**src/rtl/code_loader_pkg.sv**
```systemverilog
// Shared definitions for the serial code loader: FSM states and the stream word geometry.
package code_loader_pkg;

  typedef enum logic [3:0] {
    IDLE,
    LEN_LO,
    LEN_HI,
    B0,
    B1,
    B2,
    WRITE,
    DONE,
    ERR
  } state_t;

  localparam int unsigned BYTES_PER_WORD = 3;
  localparam int unsigned ASM_WORD_BITS  = 18;

  typedef logic [15:0] count_t;

  // States in which a stream byte may be taken.
  function automatic logic accepts_byte(input state_t s);
    return (s == LEN_LO) || (s == LEN_HI) || (s == B0) || (s == B1) || (s == B2);
  endfunction

endpackage

```
**src/rtl/code_loader_word_assembler.sv**
```systemverilog
// Collects the low bytes of a code word and checks the third byte, which carries
// only the two most-significant bits of the 18-bit word.
module word_assembler
  import code_loader_pkg::*;
(
  input  logic                     clock,
  input  logic                     reset,
  input  logic                     shift,
  input  logic [7:0]               data,
  output logic [ASM_WORD_BITS-1:0] word,
  output logic                     legal
);

  localparam int unsigned STAGED_BITS = (BYTES_PER_WORD - 1) * 8;

  logic [STAGED_BITS-1:0] staged;

  // Bytes arrive LSB first, so each new byte enters at the top and drifts down.
  always_ff @(posedge clock or posedge reset) begin
    if (reset) begin
      staged <= '0;
    end else if (shift) begin
      staged <= {data, staged[STAGED_BITS-1:8]};
    end
  end

  assign legal = (data[7:2] == '0);
  assign word  = {data[1:0], staged};

endmodule

```
**src/rtl/code_loader.sv**
```systemverilog
// Loads a length-prefixed byte stream of 18-bit code words into code memory while
// holding the processor in reset; a malformed or oversized stream aborts the session.
module code_loader
  import code_loader_pkg::*;
#(
  parameter int ADDR_SIZE = 18,
  parameter int WORD_SIZE = 18,
  parameter int MEM_SIZE  = 1024
) (
  input  logic                 clock,
  input  logic                 reset,
  input  logic                 load_start,
  input  logic                 rx_valid,
  input  logic [7:0]           rx_data,
  output logic                 rx_ready,
  output logic                 code_we,
  output logic [ADDR_SIZE-1:0] code_addr,
  output logic [WORD_SIZE-1:0] code_din,
  output logic                 processor_reset,
  output logic                 busy,
  output logic                 error
);

  state_t state, state_next;

  count_t                   n;
  count_t                   counter;
  logic   [7:0]             len_lo;
  logic                     accept;
  count_t                   len_rx;
  logic   [16:0]            count_inc;
  logic                     more_words;
  logic                     len_too_big;
  logic [ASM_WORD_BITS-1:0] word;
  logic                     legal;

  assign rx_ready    = accepts_byte(state);
  assign accept      = rx_valid && rx_ready;
  assign len_rx      = {rx_data, len_lo};
  assign count_inc   = {1'b0, counter} + 17'd1;
  assign more_words  = count_inc < {1'b0, n};
  assign len_too_big = {16'd0, len_rx} > MEM_SIZE;

  assign code_we = (state == WRITE);
  assign busy    = (state != IDLE);

  word_assembler u_asm (
    .clock (clock),
    .reset (reset),
    .shift (accept && ((state == B0) || (state == B1))),
    .data  (rx_data),
    .word  (word),
    .legal (legal)
  );

  always_ff @(posedge clock or posedge reset) begin
    if (reset) begin
      state <= IDLE;
    end else begin
      state <= state_next;
    end
  end

  always_comb begin
    state_next = state;
    case (state)
      IDLE:   if (load_start) state_next = LEN_LO;
      LEN_LO: if (accept) state_next = LEN_HI;
      LEN_HI: begin
        if (accept) begin
          if (len_rx == '0) begin
            state_next = DONE;
          end else if (len_too_big) begin
            state_next = ERR;
          end else begin
            state_next = B0;
          end
        end
      end
      B0:     if (accept) state_next = B1;
      B1:     if (accept) state_next = B2;
      B2:     if (accept) state_next = legal ? WRITE : ERR;
      WRITE:  state_next = more_words ? B0 : DONE;
      DONE:   state_next = IDLE;
      ERR:    state_next = IDLE;
      default: state_next = IDLE;
    endcase
  end

  // The write address and data are captured with the third byte so WRITE can
  // present them directly and they persist after the strobe drops.
  always_ff @(posedge clock or posedge reset) begin
    if (reset) begin
      processor_reset <= 1'b1;
      error           <= 1'b0;
      len_lo          <= '0;
      n               <= '0;
      counter         <= '0;
      code_addr       <= '0;
      code_din        <= '0;
    end else begin
      if (state == IDLE && load_start) begin
        processor_reset <= 1'b1;
        error           <= 1'b0;
      end
      if (state == DONE) begin
        processor_reset <= 1'b0;
      end
      if (state_next == ERR) begin
        error <= 1'b1;
      end
      if (state == LEN_LO && accept) begin
        len_lo <= rx_data;
      end
      if (state == LEN_HI && accept) begin
        n       <= len_rx;
        counter <= '0;
      end
      if (state == B2 && accept && legal) begin
        code_addr <= ADDR_SIZE'(counter);
        code_din  <= WORD_SIZE'(word);
      end
      if (state == WRITE) begin
        counter <= count_inc[15:0];
      end
    end
  end

endmodule

```
**config.mk**
```make
export PLATFORM = sky130hd
export DESIGN_NAME = code_loader
export DESIGN_NICKNAME = d
export VERILOG_FILES = /design/src/rtl/code_loader_pkg.sv /design/src/rtl/code_loader_word_assembler.sv /design/src/rtl/code_loader.sv
export SDC_FILE = /design/constraint.sdc
export NUM_CORES = 1
export LEC_CHECK = 0
export ABC_AREA = 1
export CELL_PAD_IN_SITES_DETAIL_PLACEMENT = 0
export CELL_PAD_IN_SITES_GLOBAL_PLACEMENT = 1
export CORE_UTILIZATION = 42
export DETAILED_ROUTE_END_ITERATION = 8
export PLACE_DENSITY = 0.87
export SYNTH_ARGS = -nofsm -noshare
export SYNTH_HDL_FRONTEND = slang
export SYNTH_SLANG_ARGS = --single-unit
```
**constraint.sdc**
```tcl
create_clock -name clock -period 4.4 [get_ports clock]
set_input_delay 0.88 -clock clock [delete_from_list [all_inputs] [get_ports clock]]
set_output_delay 0.88 -clock clock [all_outputs]
set_load 0.01 [all_outputs]
```
==> results.yml <==
yosys:
  synth_seq_cells: 96
  synthesis.area_per_instance_um2: 8.440
  netlist_area_um2: 4743
  synth_cells: 562
  synth-warning-count: 0
  synth_sequential_area_ratio: 0.5067
  yosysUniqueCellTypes: 37
cts:
  cts-buffers-inserted: 9
  ctsRootBufferMaster: "sky130_fd_sc_hd__clkbuf_16"
  post_cts.repair.setup_buffers: 0
  clk_latency_ns: 0.35
  cts_repair_resize_count: 0
  tritoncts: "built"
  cts.sink_count: 96
  path_clk_slew_ns: 0.07
  clock_path_buffers: 2
  number_of_levels_in_the_clock_h_tree: 3
  holdBufCountCts: 0
finish:
  fin_cells: 752
  area_growth_from_synthesis_to_layout_pct: 17.57
  final_nets: 635
  drive_gt1_frac: 0.08007
  n_antenna_cell: 0
  filler_cell_count: 1100
place:
  preCtsSetupSlack_ns: 1.267
  gp_routability_congestion: 0.8719
  place.detailed.instances: 736
  io_buffer_count: 50
  detailed_place_hpwl_mm: 7.692
power:
  worst_ir_drop_vdd_mv: 0.2085
  p_leak_nw: 2.769
  power-per-cell-area_nw_per_um2: 587.6
floorplan:
  fp.dieW_um: 108.3
  floorplan.initialDensity: 0.4338
  row_count: 38
  design.core.area_um2: 10940
  die_h_um: 108.3
  boundaryPins: 53
  design.die.area_um2: 11720
worst_setup_path:
  r2r_setup_slack_ns: 1.63
  crit_path_max_incr_delay_ns: 0.57
  timing.critical_path.slowest_stage_cell: "sky130_fd_sc_hd__clkdlybuf4s50_1"
  timing.critical_path.buf_inv: 3
  crit_chain: "inv_2 > nor3_4 > buf_4 > clkdlybuf4s50_1"
  crit_arrival_ns: 1.97
  critPathKind: "flip-flop to primary output"
  cpLargestDelayFamily: "buffers and inverters"
  critical_path.max_fanout: 13
  crit_path_launch_type: "flip-flop"
  critical_path.endpoint_type: "primary output"
  required_ns: 3.52
timing:
  worst_slew_pin_slew_ns: 1.232
  setup_violations: 0
  max_freq_mhz: 350.8
  min_period_over_period: 0.6479
  relSlewSlack: 0.1787
  final-hold-violation-count: 0
  layout_setup_ws_ns: 1.549
  timing.clock.skew_ns: 0.005123
  rsz0062_at_grt: "false"
  final_layout_worst_hold_slack_ns: 0.4638
  timing.final.max_slew_violations: 0
  totalNegativeSetupSlack_ns: 0
  layout_min_cycle_time_ns: 2.851
drt:
  antenna_left: 0
  drt-pass1-iter-count: 4
  wl_per_cell_um: 13.76
  remaining_drc_errors: 0
  detail_route.wirelength_mm: 10.35
  detail_routed_via_count_per_cell: 4.899
  drt_iter0_markers: 176
  detailroute.via_count: 3684
global_routing:
  globalRouteOverflowTotal: 0
  grt_max_degree: 58
  antenna_violations_before_repair: 0
  grt_pass1_wl_mm: 17.30
  grtUsageTotal: 0.1925
  first_global_vias: 3596
run:
  cap_violations: 0
min_path:
  hold_path_class: "flip-flop to flip-flop"
outcome:
  status: "finished clean"
[report_power, final]
part / switching [W] / internal (W)
Clock: 0.000344 / 0.000443
Combinational: 0.000713 / 0.000432
Sequential: 0.000203 / 0.00114
[synth_stat cells]
cell                       instances  area (µm²)
sky130_fd_sc_hd__o21ai_2          10       87.58
sky130_fd_sc_hd__nand3_1          19       95.09
sky130_fd_sc_hd__nand2_2           3       18.77
sky130_fd_sc_hd__xor2_1            8       70.07
sky130_fd_sc_hd__nor3_4            1       16.27
sky130_fd_sc_hd__o21a_1            1       7.510
sky130_fd_sc_hd__nor2_4            1       11.26
sky130_fd_sc_hd__nor3_1            6       30.03
sky130_fd_sc_hd__nand2_4           1       11.26
sky130_fd_sc_hd__inv_4             1       6.260
sky130_fd_sc_hd__buf_4             6       45.04
sky130_fd_sc_hd__or2_2             1       6.260
sky130_fd_sc_hd__buf_2             3       15.01
sky130_fd_sc_hd__dfstp_2           1       26.28
sky130_fd_sc_hd__o22ai_2           2       25.02
sky130_fd_sc_hd__nand2_1         173       649.4
sky130_fd_sc_hd__clkbuf_1          2       7.510
sky130_fd_sc_hd__nor4_1            1       6.260
sky130_fd_sc_hd__inv_2             4       15.01
sky130_fd_sc_hd__nor2_8            2       40.04
sky130_fd_sc_hd__o211ai_1          1       7.510
sky130_fd_sc_hd__buf_6             7       78.83
sky130_fd_sc_hd__ha_1             16       200.2
sky130_fd_sc_hd__a32oi_1           1       8.760
sky130_fd_sc_hd__o21ai_0          35       175.2
sky130_fd_sc_hd__o22ai_1           3       18.77
sky130_fd_sc_hd__o21ai_1          32       160.2
sky130_fd_sc_hd__nand4_1           8       50.05
sky130_fd_sc_hd__conb_1            1       3.750
sky130_fd_sc_hd__clkbuf_2          1       5.000
sky130_fd_sc_hd__inv_1            73       274.0
sky130_fd_sc_hd__a21oi_1           5       25.02
sky130_fd_sc_hd__and2_1            3       18.77
sky130_fd_sc_hd__nor2_1           31       116.4
sky130_fd_sc_hd__dfrtp_1          95        2377
sky130_fd_sc_hd__buf_8             1       15.01
sky130_fd_sc_hd__nor2_2            3       18.77
[registers in the layout, summed over array words and instances (netlist names)]
| register | flops |
|---|---|
| counter | 16 |
| n | 16 |
| processor_reset | 1 |
| state | 4 |
| len_lo | 8 |
| code_addr | 16 |
| code_din | 18 |
| error | 1 |
| u_asm.staged | 16 |
[stage by stage]
step                        util  area, µm²  total power, W
after detailed placement  0.4828       5280        0.002504
final                     0.5100       5577        0.003277
after global placement    0.4828       5280        0.002446
after floorplan                -       4747        0.002178
after global routing      0.5100       5577        0.003538
after CTS                 0.5100       5577        0.003298
[final timing paths]
kind,end,cells after the start,startpoint
max,code_we,4,state[1]
min,processor_reset,2,processor_reset
max reg2reg,state[2],16,counter[0]
min reg2reg,processor_reset,2,processor_reset
max in group asynchronous,processor_reset,3,reset
min in group asynchronous,code_din[1],2,reset
[cells by family after synthesis]
logic type	Yosys count	synth area share
other cells	1	0.0007906
fa+ha+maj	16	0.04220
compound gates	90	0.1087
buf+inv	98	0.09733
xor+xnor	8	0.01477
simple gates	253	0.2295
flops	96	0.5067
[area by class of cell]
cell class | instances | area, µm² | share of cell area
Multi-Input combinational cell | 369 | 1882 | 0.3374
Inverter | 78 | 296.5 | 0.05317
Clock inverter | 6 | 67.56 | 0.01212
Sequential cell | 96 | 2404 | 0.4310
Timing Repair Buffer | 53 | 523.0 | 0.09379
Clock buffer | 10 | 229.0 | 0.04106
Tap cell | 140 | 175.2 | 0.03141
[placed cells by master, fill, tap and decap left out, drive strengths merged, types with 3 or more instances in the layout]
cell and n:
clkinv 3, o22ai 5, nand4 8, nor3 7
a21oi 5, nand3 19, buf 3, clkdlybuf4s50 50
xor2 8, o21ai 77, inv 78, nor2 37
nand2 177, clkbuf 10, dfrtp 95, ha 16
and2 3
[metal layers]
layer	vias up	GRT usage	wire (µm)
met4	0	0.09266	201
met1	1744	0.2641	5050
met5	-	0	0
met3	11	0.02411	302
met2	67	0.3021	4792
li1	1862	-	-
[worst register-to-register path, cell delays in order (launching register included)]
cell and delay (ns):
sky130_fd_sc_hd__dfrtp_1 0.58, sky130_fd_sc_hd__ha_1 0.26, sky130_fd_sc_hd__nand2_1 0.08, sky130_fd_sc_hd__nor2_1 0.13
sky130_fd_sc_hd__nand2_1 0.10, sky130_fd_sc_hd__nor2_1 0.22, sky130_fd_sc_hd__nand3_1 0.14, sky130_fd_sc_hd__and2_1 0.21
sky130_fd_sc_hd__ha_1 0.30, sky130_fd_sc_hd__a21oi_1 0.14, sky130_fd_sc_hd__nor2_1 0.05, sky130_fd_sc_hd__nor2_1 0.08
sky130_fd_sc_hd__nand2_1 0.06, sky130_fd_sc_hd__nor2_1 0.11, sky130_fd_sc_hd__nand2_1 0.08, sky130_fd_sc_hd__nand2_1 0.07
sky130_fd_sc_hd__nand2_1 0.05
No activity file was read; power rests on OpenSTA's default activity.
